`src/rtl/seven_seg_capture.sv`:
```
// Snoops a multiplexed 7-segment bus and recovers the hex nibble shown on each digit.
// Define SEVEN_SEG_CAPTURE_ACTIVE_LOW_EN to snoop common-anode (active-low) displays.
module seven_seg_capture #(
   parameter int DIGITS     = 4,
   parameter int STABLE_CYC = 4
) (
   input  logic                  clk,
   input  logic                  rst,
   input  logic [6:0]            seg_in,
   input  logic [DIGITS-1:0]     an_in,
   output logic [4*DIGITS-1:0]   digit_out,
   output logic [DIGITS-1:0]     digit_vld,
   output logic                  frame_vld,
   output logic                  err,
   output logic [1:0]            err_code
);

   localparam int         SW         = 7 + DIGITS;
   localparam logic [7:0] STABLE_LIM = 8'(STABLE_CYC);

   localparam logic [1:0] ST_WAIT   = 2'd0;
   localparam logic [1:0] ST_SETTLE = 2'd1;
   localparam logic [1:0] ST_HELD   = 2'd2;

   logic [6:0]        w_segIn;
   logic [DIGITS-1:0] w_anIn;

`ifdef SEVEN_SEG_CAPTURE_ACTIVE_LOW_EN
   assign w_segIn = ~seg_in;
   assign w_anIn  = ~an_in;
`else
   assign w_segIn = seg_in;
   assign w_anIn  = an_in;
`endif

   logic [SW-1:0]     r_samp;
   logic [SW-1:0]     r_prev;
   logic [1:0]        r_state;
   logic [7:0]        r_cnt;
   logic [DIGITS-1:0] r_mask;

   logic [6:0]        w_sampSeg;
   logic [DIGITS-1:0] w_sampAn;
   logic              w_same;
   logic              w_legal;
   logic [3:0]        w_nib;
   logic [1:0]        w_nextState;
   logic [7:0]        w_nextCnt;
   logic [7:0]        w_cntInc;
   logic              w_capture;
   logic              w_capOneHot;
   logic              w_capMulti;
   logic [DIGITS-1:0] w_capMask;

   assign w_sampSeg = r_samp[SW-1:DIGITS];
   assign w_sampAn  = r_samp[DIGITS-1:0];
   assign w_same    = (r_samp == r_prev);
   assign w_cntInc  = r_cnt + 8'd1;

   always_comb begin
      w_legal = 1'b1;
      w_nib   = 4'h0;
      case (w_sampSeg)
         7'b1111110: w_nib = 4'h0;
         7'b0110000: w_nib = 4'h1;
         7'b1101101: w_nib = 4'h2;
         7'b1111001: w_nib = 4'h3;
         7'b0110011: w_nib = 4'h4;
         7'b1011011: w_nib = 4'h5;
         7'b1011111: w_nib = 4'h6;
         7'b1110000: w_nib = 4'h7;
         7'b1111111: w_nib = 4'h8;
         7'b1111011: w_nib = 4'h9;
         7'b1110111: w_nib = 4'hA;
         7'b0011111: w_nib = 4'hB;
         7'b1001110: w_nib = 4'hC;
         7'b0111101: w_nib = 4'hD;
         7'b1001111: w_nib = 4'hE;
         7'b1000111: w_nib = 4'hF;
         default:    w_legal = 1'b0;
      endcase
   end

   // The first match already represents two identical samples, so a two-cycle
   // stability requirement captures straight out of WAIT.
   always_comb begin
      w_nextState = r_state;
      w_nextCnt   = r_cnt;
      w_capture   = 1'b0;
      case (r_state)
         ST_WAIT: begin
            if (w_same) begin
               if (STABLE_LIM <= 8'd2) begin
                  w_capture   = 1'b1;
                  w_nextState = ST_HELD;
                  w_nextCnt   = STABLE_LIM;
               end else begin
                  w_nextState = ST_SETTLE;
                  w_nextCnt   = 8'd2;
               end
            end
         end
         ST_SETTLE: begin
            if (!w_same) begin
               w_nextState = ST_WAIT;
               w_nextCnt   = 8'd0;
            end else begin
               w_nextCnt = w_cntInc;
               if (w_cntInc == STABLE_LIM) begin
                  w_capture   = 1'b1;
                  w_nextState = ST_HELD;
               end
            end
         end
         ST_HELD: begin
            if (!w_same) begin
               w_nextState = ST_WAIT;
               w_nextCnt   = 8'd0;
            end
         end
         default: begin
            w_nextState = ST_WAIT;
            w_nextCnt   = 8'd0;
         end
      endcase
   end

   assign w_capOneHot = w_capture & $onehot(w_sampAn);
   assign w_capMulti  = w_capture & (w_sampAn != '0) & ~$onehot(w_sampAn);
   assign w_capMask   = w_capOneHot ? w_sampAn : '0;

   // A capture landing in the frame-complete cycle seeds the next frame's mask.
   always_ff @(posedge clk) begin
      if (rst) begin
         r_samp    <= '0;
         r_prev    <= '0;
         r_state   <= ST_WAIT;
         r_cnt     <= 8'd0;
         r_mask    <= '0;
         digit_out <= '0;
         digit_vld <= '0;
         frame_vld <= 1'b0;
         err       <= 1'b0;
         err_code  <= 2'b00;
      end else begin
         r_samp  <= {w_segIn, w_anIn};
         r_prev  <= r_samp;
         r_state <= w_nextState;
         r_cnt   <= w_nextCnt;
         err     <= 1'b0;
         if (w_capMulti) begin
            err      <= 1'b1;
            err_code <= 2'b10;
         end
         for (int k = 0; k < DIGITS; k++) begin
            if (w_capOneHot && w_sampAn[k]) begin
               if (w_legal) begin
                  digit_out[4*k +: 4] <= w_nib;
                  digit_vld[k]        <= 1'b1;
               end else begin
                  digit_vld[k] <= 1'b0;
                  err          <= 1'b1;
                  err_code     <= 2'b01;
               end
            end
         end
         if (r_mask == '1) begin
            frame_vld <= 1'b1;
            r_mask    <= w_capMask;
         end else begin
            frame_vld <= 1'b0;
            r_mask    <= r_mask | w_capMask;
         end
      end
   end

endmodule

```
`config.mk`:
```
export PLATFORM = sky130hd
export DESIGN_NAME = seven_seg_capture
export DESIGN_NICKNAME = d
export VERILOG_FILES = /design/src/rtl/seven_seg_capture.sv
export SDC_FILE = /design/constraint.sdc
export NUM_CORES = 1
export LEC_CHECK = 0
export BUFFER_PORTS_ARGS = -buffer_cell sky130_fd_sc_hd__clkbuf_2
export CORE_UTILIZATION = 45
export DETAILED_ROUTE_END_ITERATION = 10
export GPL_TIMING_DRIVEN = 1
export PLACE_DENSITY_LB_ADDON = 0.05
export SLEW_MARGIN = 0
export SYNTH_ARGS = -nofsm -noshare
export SYNTH_HDL_FRONTEND = slang
export SYNTH_SLANG_ARGS = --single-unit
export TNS_END_PERCENT = 10
```
`constraint.sdc`:
```
create_clock -name clk -period 5.8 [get_ports clk]
set_input_delay 0.87 -clock clk [delete_from_list [all_inputs] [get_ports clk]]
set_output_delay 0.87 -clock clk [all_outputs]
set_load 0.1 [all_outputs]
```
=== After elaboration in Yosys (flattened, before gate mapping) ===
Cells that the tools add are included.

* Register bits: 60
* Logic and storage cells: 101
* Memories: 0
* Memory bits (read-only): 0
* RAM bits: 0
* Latch bits: 0
* Output and inout port bits: 24
* Input bits: 13

* Shifts and indexed selects: 0
* Bitwise logic cells: 5
* Reduce and logical (&&, ||, !) cells: 13
* $mul: 0
* $lt $le $gt $ge: 0
* Equality and inequality tests: 25
* Add/subtract/negate cells: 4
* Mux-type cells: 38
* Div/mod/pow operators: 0

{| class="wikitable"
|+ Operators with widths
! kind !! count
|-
| $eq 7x7->1 const B || 12
|-
| $pmux 4 s15 || 1
|-
| $mux 2 || 14
|-
| $mux 8 || 3
|-
| $pmux 8 s3 || 1
|-
| $eq 7x6->1 const B || 3
|-
| $mux 1 || 16
|-
| $reduce_or 16->1 || 1
|-
| $eq 11x11->1 || 1
|-
| $reduce_and 2->1 || 5
|-
| $add 8x1->8 const B || 1
|-
| $eq 8x3->1 const B || 1
|-
| $mux 4 || 2
|-
| $eq 7x5->1 const B || 1
|-
| $pmux 2 s3 || 1
|-
| $add 1x1->2 || 2
|-
| $eq 4x4->1 const B || 1
|-
| $logic_and 1x1->1 || 4
|-
| $ne 2x2->1 const B || 2
|-
| $or 4x4->4 || 1
|-
| $reduce_bool 4->1 || 1
|-
| $add 2x2->3 || 1
|-
| $and 1x1->1 || 3
|-
| $eq 3x1->1 const B || 1
|-
| other kinds (6) || 6
|}

=== Logic depth before layout (Yosys ltp) ===
Gate-level depths: netlist (run 1).

* Depth after elaboration: 17
* Gate-level depth with buffers: 12
* Mapped depth without buffers: 9

=== Least setup slack after synthesis (run 1) ===
Ideal clock, no wire load.

* Path type: reg-to-reg
* From: reg r_samp[1]
* To: reg digit_out[2]
* Buffers on the path: 2
* Data required time: 5.682 ns
* Period minus slack after synthesis: 2.681 ns
* Data arrival time: 2.563 ns
* Path slack: 3.119 ns
* Setup time: 0.118 ns
* Cell stages (with the launch flop): 12
* Path through: dfxtp_1 buf_2 inv_1 fa_1 inv_1 ha_1 ha_1 nor3b_1 and4_1 buf_4 a31oi_1 a22o_1

* Cells in the longest elaborated chain, start to end: 6
* Elaborated cells on any way between the ends: 9
* Those cells by class: add/sub (2); eq/ne (2); mux (2); bitwise (1); reduce/logical (2)

{| class="wikitable"
|+ RTL lines
! item !! RTL line !! RTL
|-
| start: declaration || 36 || <nowiki>logic [SW-1:0] r_samp;</nowiki>
|-
| start signal: assignment || 146 || <nowiki>r_samp <= {w_segIn, w_anIn};</nowiki>
|-
| $add 1x1->2 (not written as such) or $eq 11x11->1 (tied branches) || 128, 57 ||
|-
| $add 2x2->3 (not written as such) or $mux 1 (tied branches) || 128, 104 ||
|-
| $eq 3x1->1 or $mux 1 (tied branches) || 128, 90 ||
|-
| $and 1x1->1 (*) || 128 || <nowiki>assign w_capOneHot = w_capture & $onehot(w_sampAn);</nowiki>
|-
| $logic_and 1x1->1 (*) || 156 || <nowiki>if (w_capOneHot && w_sampAn[k]) begin</nowiki>
|-
| $reduce_and 2->1 (no line) (*) || n/a ||
|-
| end signal: indexed assignment || 158 || <nowiki>digit_out[4*k +: 4] <= w_nib;</nowiki>
|-
| end: declaration || 11 || <nowiki>output logic [4*DIGITS-1:0] digit_out,</nowiki>
|}

Every way passes the cells marked *; elsewhere a longest branch is shown, timed or not.
A chain may end at the register's enable or synchronous reset.

=== Worst setup path after layout (run 1) ===
Same ends and word-level chain as after synthesis.

==> results of run 1 <==
stage by stage:
step	utilization	area [µm²]	total power (µW)	setup WS, ps
after floorplan	-	2903	484.9	3119
after global placement	0.5054	3063	497.9	2573
after detailed placement	0.5054	3063	498.8	2510
after CTS	0.5421	3286	919.9	2489
after global routing	0.5421	3286	946.7	2185
final	0.5421	3286	914.0	2469
power by group:
part / internal, µW / switching [µW] / leakage (µW)
logic: 24.0 / 29.1 / 0.000683
clock network: 244 / 181 / 0.000110
registers: 419 / 16.6 / 0.000488
total: 687 / 227 / 0.00128
cell families (layout without fill, tap and decap cells):
group | count (synthesis) | after routing
AO/OA/AOI/OAI | 76 | 76
XOR/XNOR | 14 | 14
adder cells (fa/ha/maj) | 7 | 7
buffers and inverters | 33 | 65
flip-flops | 60 | 60
multiplexers | 6 | 6
AND/OR/NAND/NOR | 127 | 127
metal layers:
layer	vias up	wire length, µm	GRT usage
met5	-	0	0
met1	1110	3155	0.2702
met4	0	104	0.07895
met3	9	278	0.05714
met2	49	2822	0.3149
li1	1225	-	-
sequential cells by signal, indices dropped and copies added (netlist names):
signal / count
digit_out: 16
r_samp: 11
r_state: 2
err_code: 2
r_prev: 11
err: 1
digit_vld: 4
frame_vld: 1
r_cnt: 8
r_mask: 4
cells in the final DEF, fill, tap and decap left out, drive strengths merged, types with 2 or more instances in the layout:
cell type,n
o31ai,4
a311oi,8
clkbuf,45
o21ai,13
bufinv,2
xnor2,12
and2,4
mux2i,6
nand3b,2
o2bb2ai,3
nor3,4
nand2b,4
and4,2
ha,5
nor2,19
and4b,3
nand2,26
buf,2
nor2b,21
nand4,7
o21a,2
clkinv,3
or3,2
nor3b,3
a41oi,2
nand3,16
and3b,2
and3,5
inv,12
xor2,2
a31oi,5
o22ai,2
nor4b,3
dfxtp,60
a21oi,21
o311ai,3
final cells by class:
type	count	area (µm²)	share of cell area
tap	75	93.84	0.02856
inverter	11	41.29	0.01257
multi-input combinational	230	1531	0.4661
timing repair buffer	38	195.2	0.05941
clock inverter	7	98.84	0.03008
clock buffer	9	123.9	0.03770
sequential	60	1201	0.3656
worst register-to-register path: stages (launching register included):
cell and delay, ps:
dfxtp_1 480, inv_1 180, fa_1 540, inv_1 50, ha_1 170, ha_1 270
nor3b_1 400, and4_1 630, a31oi_1 250, a22o_1 280
worst paths after layout:
check	cells after the start	end	startpoint	slack, ps
worst max-delay path	9	digit_out[2]	r_samp[1]	2470
worst min-delay path	2	r_mask[2]	r_mask[2]	460
worst max register to register	9	digit_out[2]	r_samp[1]	2470
worst min register to register	2	r_mask[2]	r_mask[2]	460
synthesized netlist by cell type (7+ instances only):
cell	number	area, µm²
buf_2	10	50.05
nor2b_1	21	131.4
inv_1	11	41.29
nor2_1	19	71.32
nand2_1	25	93.84
nand4_1	7	43.79
dfxtp_1	60	1201
a311oi_1	7	61.31
xnor2_1	12	105.1
o21ai_0	8	40.04
nand3_1	16	80.08
a21oi_1	21	105.1
==> results.md, run 1 <==
* H-tree levels at 3
* Final Critical Period at roughly 3300 ps
* Num ports at 37
* Filler Cells Inserted at 567
* Postcts setup bufs at 0
* Crit path buf inv count at 2
* Initial antenna violation count at 0
* CTS root buf: clkbuf_8
* Synthesized flop and latch total at 60
* Detailed Place HPWL at 4255 µm
* Synthesized area at 0.002903 mm²
* Crit path DAT at 3570 ps
* Post-CTS sizing at 0
* Worst Path Max Fanout at 18
* Post-synthesis async set-or-reset flop share at 0
* Number of port buffers at 36
* Post-synth EDFFs at 0
* Setup TNS at 0 ps
* Pwr/cell area at 278.2 mW/mm²
* Clk sink count at 60
* Fin cells at 430
* Layout Nets at 369
* First-pass GRT wire length at 10260 µm
* Gr ovfl total at 0
* Yosys warns at 0
* Syn-to-layout area delta at 13.19%
* Hold Crit Class: reg2reg
* CTS tree: yes
* Adder-cell share of the synthesized area at 0.03190
* Routed WL at 6362 µm
* MaxCap Viol Count at 0
* Cells along the critical path: inv_1 -> fa_1 -> inv_1 -> ha_1 -> ha_1 -> nor3b_1 -> and4_1 -> a31oi_1 -> a22o_1
* RePlAce Congestion at just over 0.8
* Num rows at 28
* Netlist cell types at 61
* Sequential area share after synthesis at 0.4138
* Post-synthesis compound-gate area fraction at 0.1897
* Run status: finished, final reports clean
* Clock Latency Late Sink at ~350 ps
* Max_slew headroom at 0.5221
* Total inserted antenna cells at 0
* Leakage at ~0.0013 µW
* Mapped Cells at 323
* Layout cell share with drive strength beyond 1 at 0.1803
* Hold-fix buffers, CTS at 0
* RSZ-0062 raised after global routing: false
* Clock tree buffer depth at 2
* Starting DRT DRC Count at 111
* Routed len/inst at 14.80 µm
* Max VDD drop at 0.0001684 V
* Avg Inst Size Synth at 8.987 µm²
* Crit path kind: reg2reg
* GRT Total Usage at 0.2047
* DIE HEIGHT at 82.32 µm
* Synth Net Count at 342
* Inserted Clock Buffers at 9
* Synth Area in Simple Gates at 0.2431
* Hold Slack at 462.8 ps
* Worst slew pin tran at around 710 ps
* Mux contribution to synthesized area at 0.02069
* Drt drc at 0
* Routed vias at approximately 2400
* Fin crit share at 0.5743
* Placed cells at 414
* Startpoint Class: flop
* Setup Viol. Count Final at 0
* Crit path largest cell delay at 630 ps
* Worst Skew at 11.73 ps
* Pre-Repair DR Iteration Count at 4
* Max Fclk at 300.2 MHz
* Required time of the worst setup path at between 6000 and 7000 ps
* DIE WIDTH at 82.32 µm
* Post-DRT Antenna Nets at 0
* Post-Synth XOR/XNOR Area at 0.04224
* Via/cell ratio at 5.565
* Largest net degree at the start of global routing at 51
* Starting density of the core at 0.4789
* Slew Limit Fails at 0
* Combinational family with the most area after synthesis: simple AND/OR/NAND/NOR gates
* Die area at just under 0.007 mm²
* Core area at 0.006061 mm²
* Vias in the first global route at 2086
* Crit-path slowest cell: and4_1
* Final hold vios at 0
* Clk slew on worst S/H paths at 80 ps
* CP Capture Type: flop
* Most common flop cell mapped by yosys: dfxtp_1
* Crit-path leading delay family: simple AND/OR/NAND/NOR gates
Power figures use the tool's default switching activity.
==> inputs of run 2 (changes only) <==
==> constraint.sdc (replaced) <==
create_clock -name clk -period 2.8 [get_ports clk]
set_input_delay 0.42 -clock clk [delete_from_list [all_inputs] [get_ports clk]]
set_output_delay 0.42 -clock clk [all_outputs]
set_load 0.1 [all_outputs]
==> run 2 against run 1 <==
- flip-flop and latch count stayed put
- global-route usage is 1.1 points higher
- utilization is 2.3 points higher
- wire length is 5.0% higher
- power is 96% higher
- non-clock buffer count is 21 higher
- clock-buffer cell count is 1 higher
- highest routed layer unchanged
- combinational power grew to 2.8 times the previous value
- clock skew is 5.4 ps lower
- clock power is 79% higher
- fmax is 27% higher
- largest power group unchanged
- setup slack worse by 2300 ps
==> results.md, run 2 (synthesis results as in run 1) <==
* Commonest non-fill, non-tap cell in the layout: dfxtp_1
* Run status: finished, final reports clean
* Regs by FF count: digit_out (16), r_prev (11), r_samp (11)
* Number of port buffers at 36 (unchanged)
* Cell depth of the worst flop-to-flop path at 11 (+2)
* Multi-input gate area at 0.001541 mm² (+0.65%)
* Syn-to-layout area delta at 17.93%
* Clock tree buffer depth at 2 (unchanged)
* Setup Viol. Count Final at 0 (unchanged)
* Starting density of the core at 0.4789 (unchanged)
* Num ports at 37 (unchanged)
* Comb pwr share at 0.083 (+0.025)
* Filler Cells Inserted at 596 (+5.1%)
* Clock Latency Late Sink at 340 ps (about the same)
* DIE HEIGHT at 82.32 µm (unchanged)
* Placed cells at 433 (+4.6%)
* CTS tree: yes
* Hold path start: seg_in[1]
* Required time of the worst setup path at 3000 ps (-3040 ps)
* Final Critical Period at 2624 ps (-707.3 ps)
* Layout Nets at 390 (+5.7%)
* Max FFs per register at 16 (unchanged)
* CTS root buf: clkbuf_8
* Max_slew headroom at 0.5913 (+0.06911)
* Crit path kind: reg2reg
* Leakage at 0.001360 µW (+6.2%)
* H-tree levels at 3 (unchanged)
* Worst reg2reg startpoint: r_samp[0]
* Worst Path Max Fanout at 6 (-12)
* Via/cell ratio at 5.523 (-0.75%)
* Max Fclk at 381.1 MHz (+27%)
* Gr ovfl total at 0 (unchanged)
* Clock group share of total power at 0.424 (-0.041)
* Hold Crit Class: in2reg
* First-pass GRT wire length at 10810 µm (+5.4%)
* Num rows at 28 (unchanged)
* End of the worst hold path: r_samp[5]
* Total inserted antenna cells at 0 (unchanged)
* Pwr Total at 1794 µW (+96%)
* Final Util at 0.5648 (+0.02271)
* Clk slew on worst S/H paths at 70 ps (about the same)
* GRT Total Usage at 0.2160 (+0.01124)
* Worst slew pin tran at 612.4 ps (-96.85 ps)
* MaxCap Viol Count at 0 (unchanged)
* Int Power at 1343 µW (+96%)
* Fin crit share at 0.9371 (+0.3628)
* Switching power at 450.7 µW (+99%)
* Most frequent cells in the layout: dfxtp_1, clkbuf_2, nand2_1, buf_4
* Largest net degree at the start of global routing at 50 (-2.0%)
* Post-DRT Antenna Nets at 0 (unchanged)
* Sequential Power Share at 0.493 (+0.016)
* Most flop-heavy register: digit_out
* Startpoint Class: flop
* Core area at 0.006061 mm² (unchanged)
* Initial antenna violation count at 0 (unchanged)
* Fin cells at 451 (+4.9%)
* Final hold vios at 0 (unchanged)
* RePlAce Congestion at 0.8362 (+2.5%)
* Hold-fix buffers, CTS at 0 (unchanged)
* Pre-Repair DR Iteration Count at 4 (unchanged)
* DIE WIDTH at 82.32 µm (unchanged)
* Starting DRT DRC Count at 96 (-14%)
* Max VDD drop at 0.0003791 V (+130%)
* Pwr/cell area at 524.1 mW/mm² (+88%)
* Worst Skew at 6.329 ps (-5.401 ps)
* R2R Path End: digit_out[10]
* Drt drc at 0 (unchanged)
* Detailed Place HPWL at 4635 µm (+8.9%)
* CP Capture Type: flop
* Layout cell share with drive strength beyond 1 at 0.2287 (+0.04844)
* Hold Path Stages at 2 (unchanged)
* Routed vias at 2491 (+4.1%)
* Routed len/inst at 14.80 µm (about the same)
* Routed WL at 6677 µm (+5.0%)
* Area occupied by registers at 0.001201 mm² (unchanged)
* Inserted Clock Buffers at 9 (unchanged)
* Vias in the first global route at 2227 (+6.8%)
* Slew Limit Fails at 0 (unchanged)
* Clk sink count at 60 (unchanged)
* Crit path DAT at 2830 ps (-740 ps)
* Die area at 0.006776 mm² (unchanged)
* Sw frac at 0.2512 (+0.002825)
* Reg2Reg Setup Slack at 180 ps (-2290 ps)
-- run 2: power groups by stage --
stage	clock, µW	combinational [µW]	sequential [µW]
after floorplan	0	106	898
after global placement	0	147	904
after detailed placement	0	149	904
after CTS	781	150	884
after global routing	817	166	886
final	760	150	885
-- run 2: worst max path at each step --
stage,startpoint,to,cells past startpoint
3_5_place_dp,r_samp[0],digit_out[6],10
3_3_place_gp,r_samp[0],digit_out[15],10
6_report,r_samp[0],digit_out[10],11
5_1_grt,r_samp[0],digit_out[6],11
4_1_cts,r_samp[0],digit_out[6],10
2_1_floorplan,r_samp[1],digit_out[2],11
-- run 2: layout make-up --
| type | instances | share of cell area |
|---|---|---|
| clock inverter | 6 | 0.01901 |
| inverter | 11 | 0.01206 |
| tap | 75 | 0.02741 |
| timing repair buffer | 59 | 0.1031 |
| sequential | 60 | 0.3509 |
| multi-input combinational | 230 | 0.4503 |
| clock buffer | 10 | 0.03728 |
-- run 2: metrics by stage --
stage	TNS [ps]	hold slack (ps)	setup WS [ps]	cell area, µm²
floorplan	0	436.2	119.4	2903
global placement	0	447.7	224.4	3206
detailed placement	0	450.9	137.1	3206
CTS	0	276.8	111.8	3398
global route	-32.40	286.2	-18.43	3423
finish	0	291.2	176.1	3423
-- run 2: worst max-delay path, stage by stage (launching register included) --
cell and delay (ps):
dfxtp_1 340, inv_1 70, fa_1 530, inv_1 40, ha_1 170, ha_1 270
nor3b_1 270, buf_4 170, nand4_1 120, buf_4 210, o31ai_1 200, a21oi_1 90
-- run 2: what timing repair did --
item	in CTS	in global routing
setup buffers	0	2
endpoints found under the setup margin	0	13
resized for setup	0	3
-- run 2: per-layer routing --
metal / track usage / vias up / share of wire
met1: 0.2922 / 1183 / 0.50
met2: 0.3248 / 37 / 0.46
met5: 0 / - / 0
met3: 0.05385 / 10 / 0.027
met4: 0.09123 / 0 / 0.017
li1: - / 1261 / -
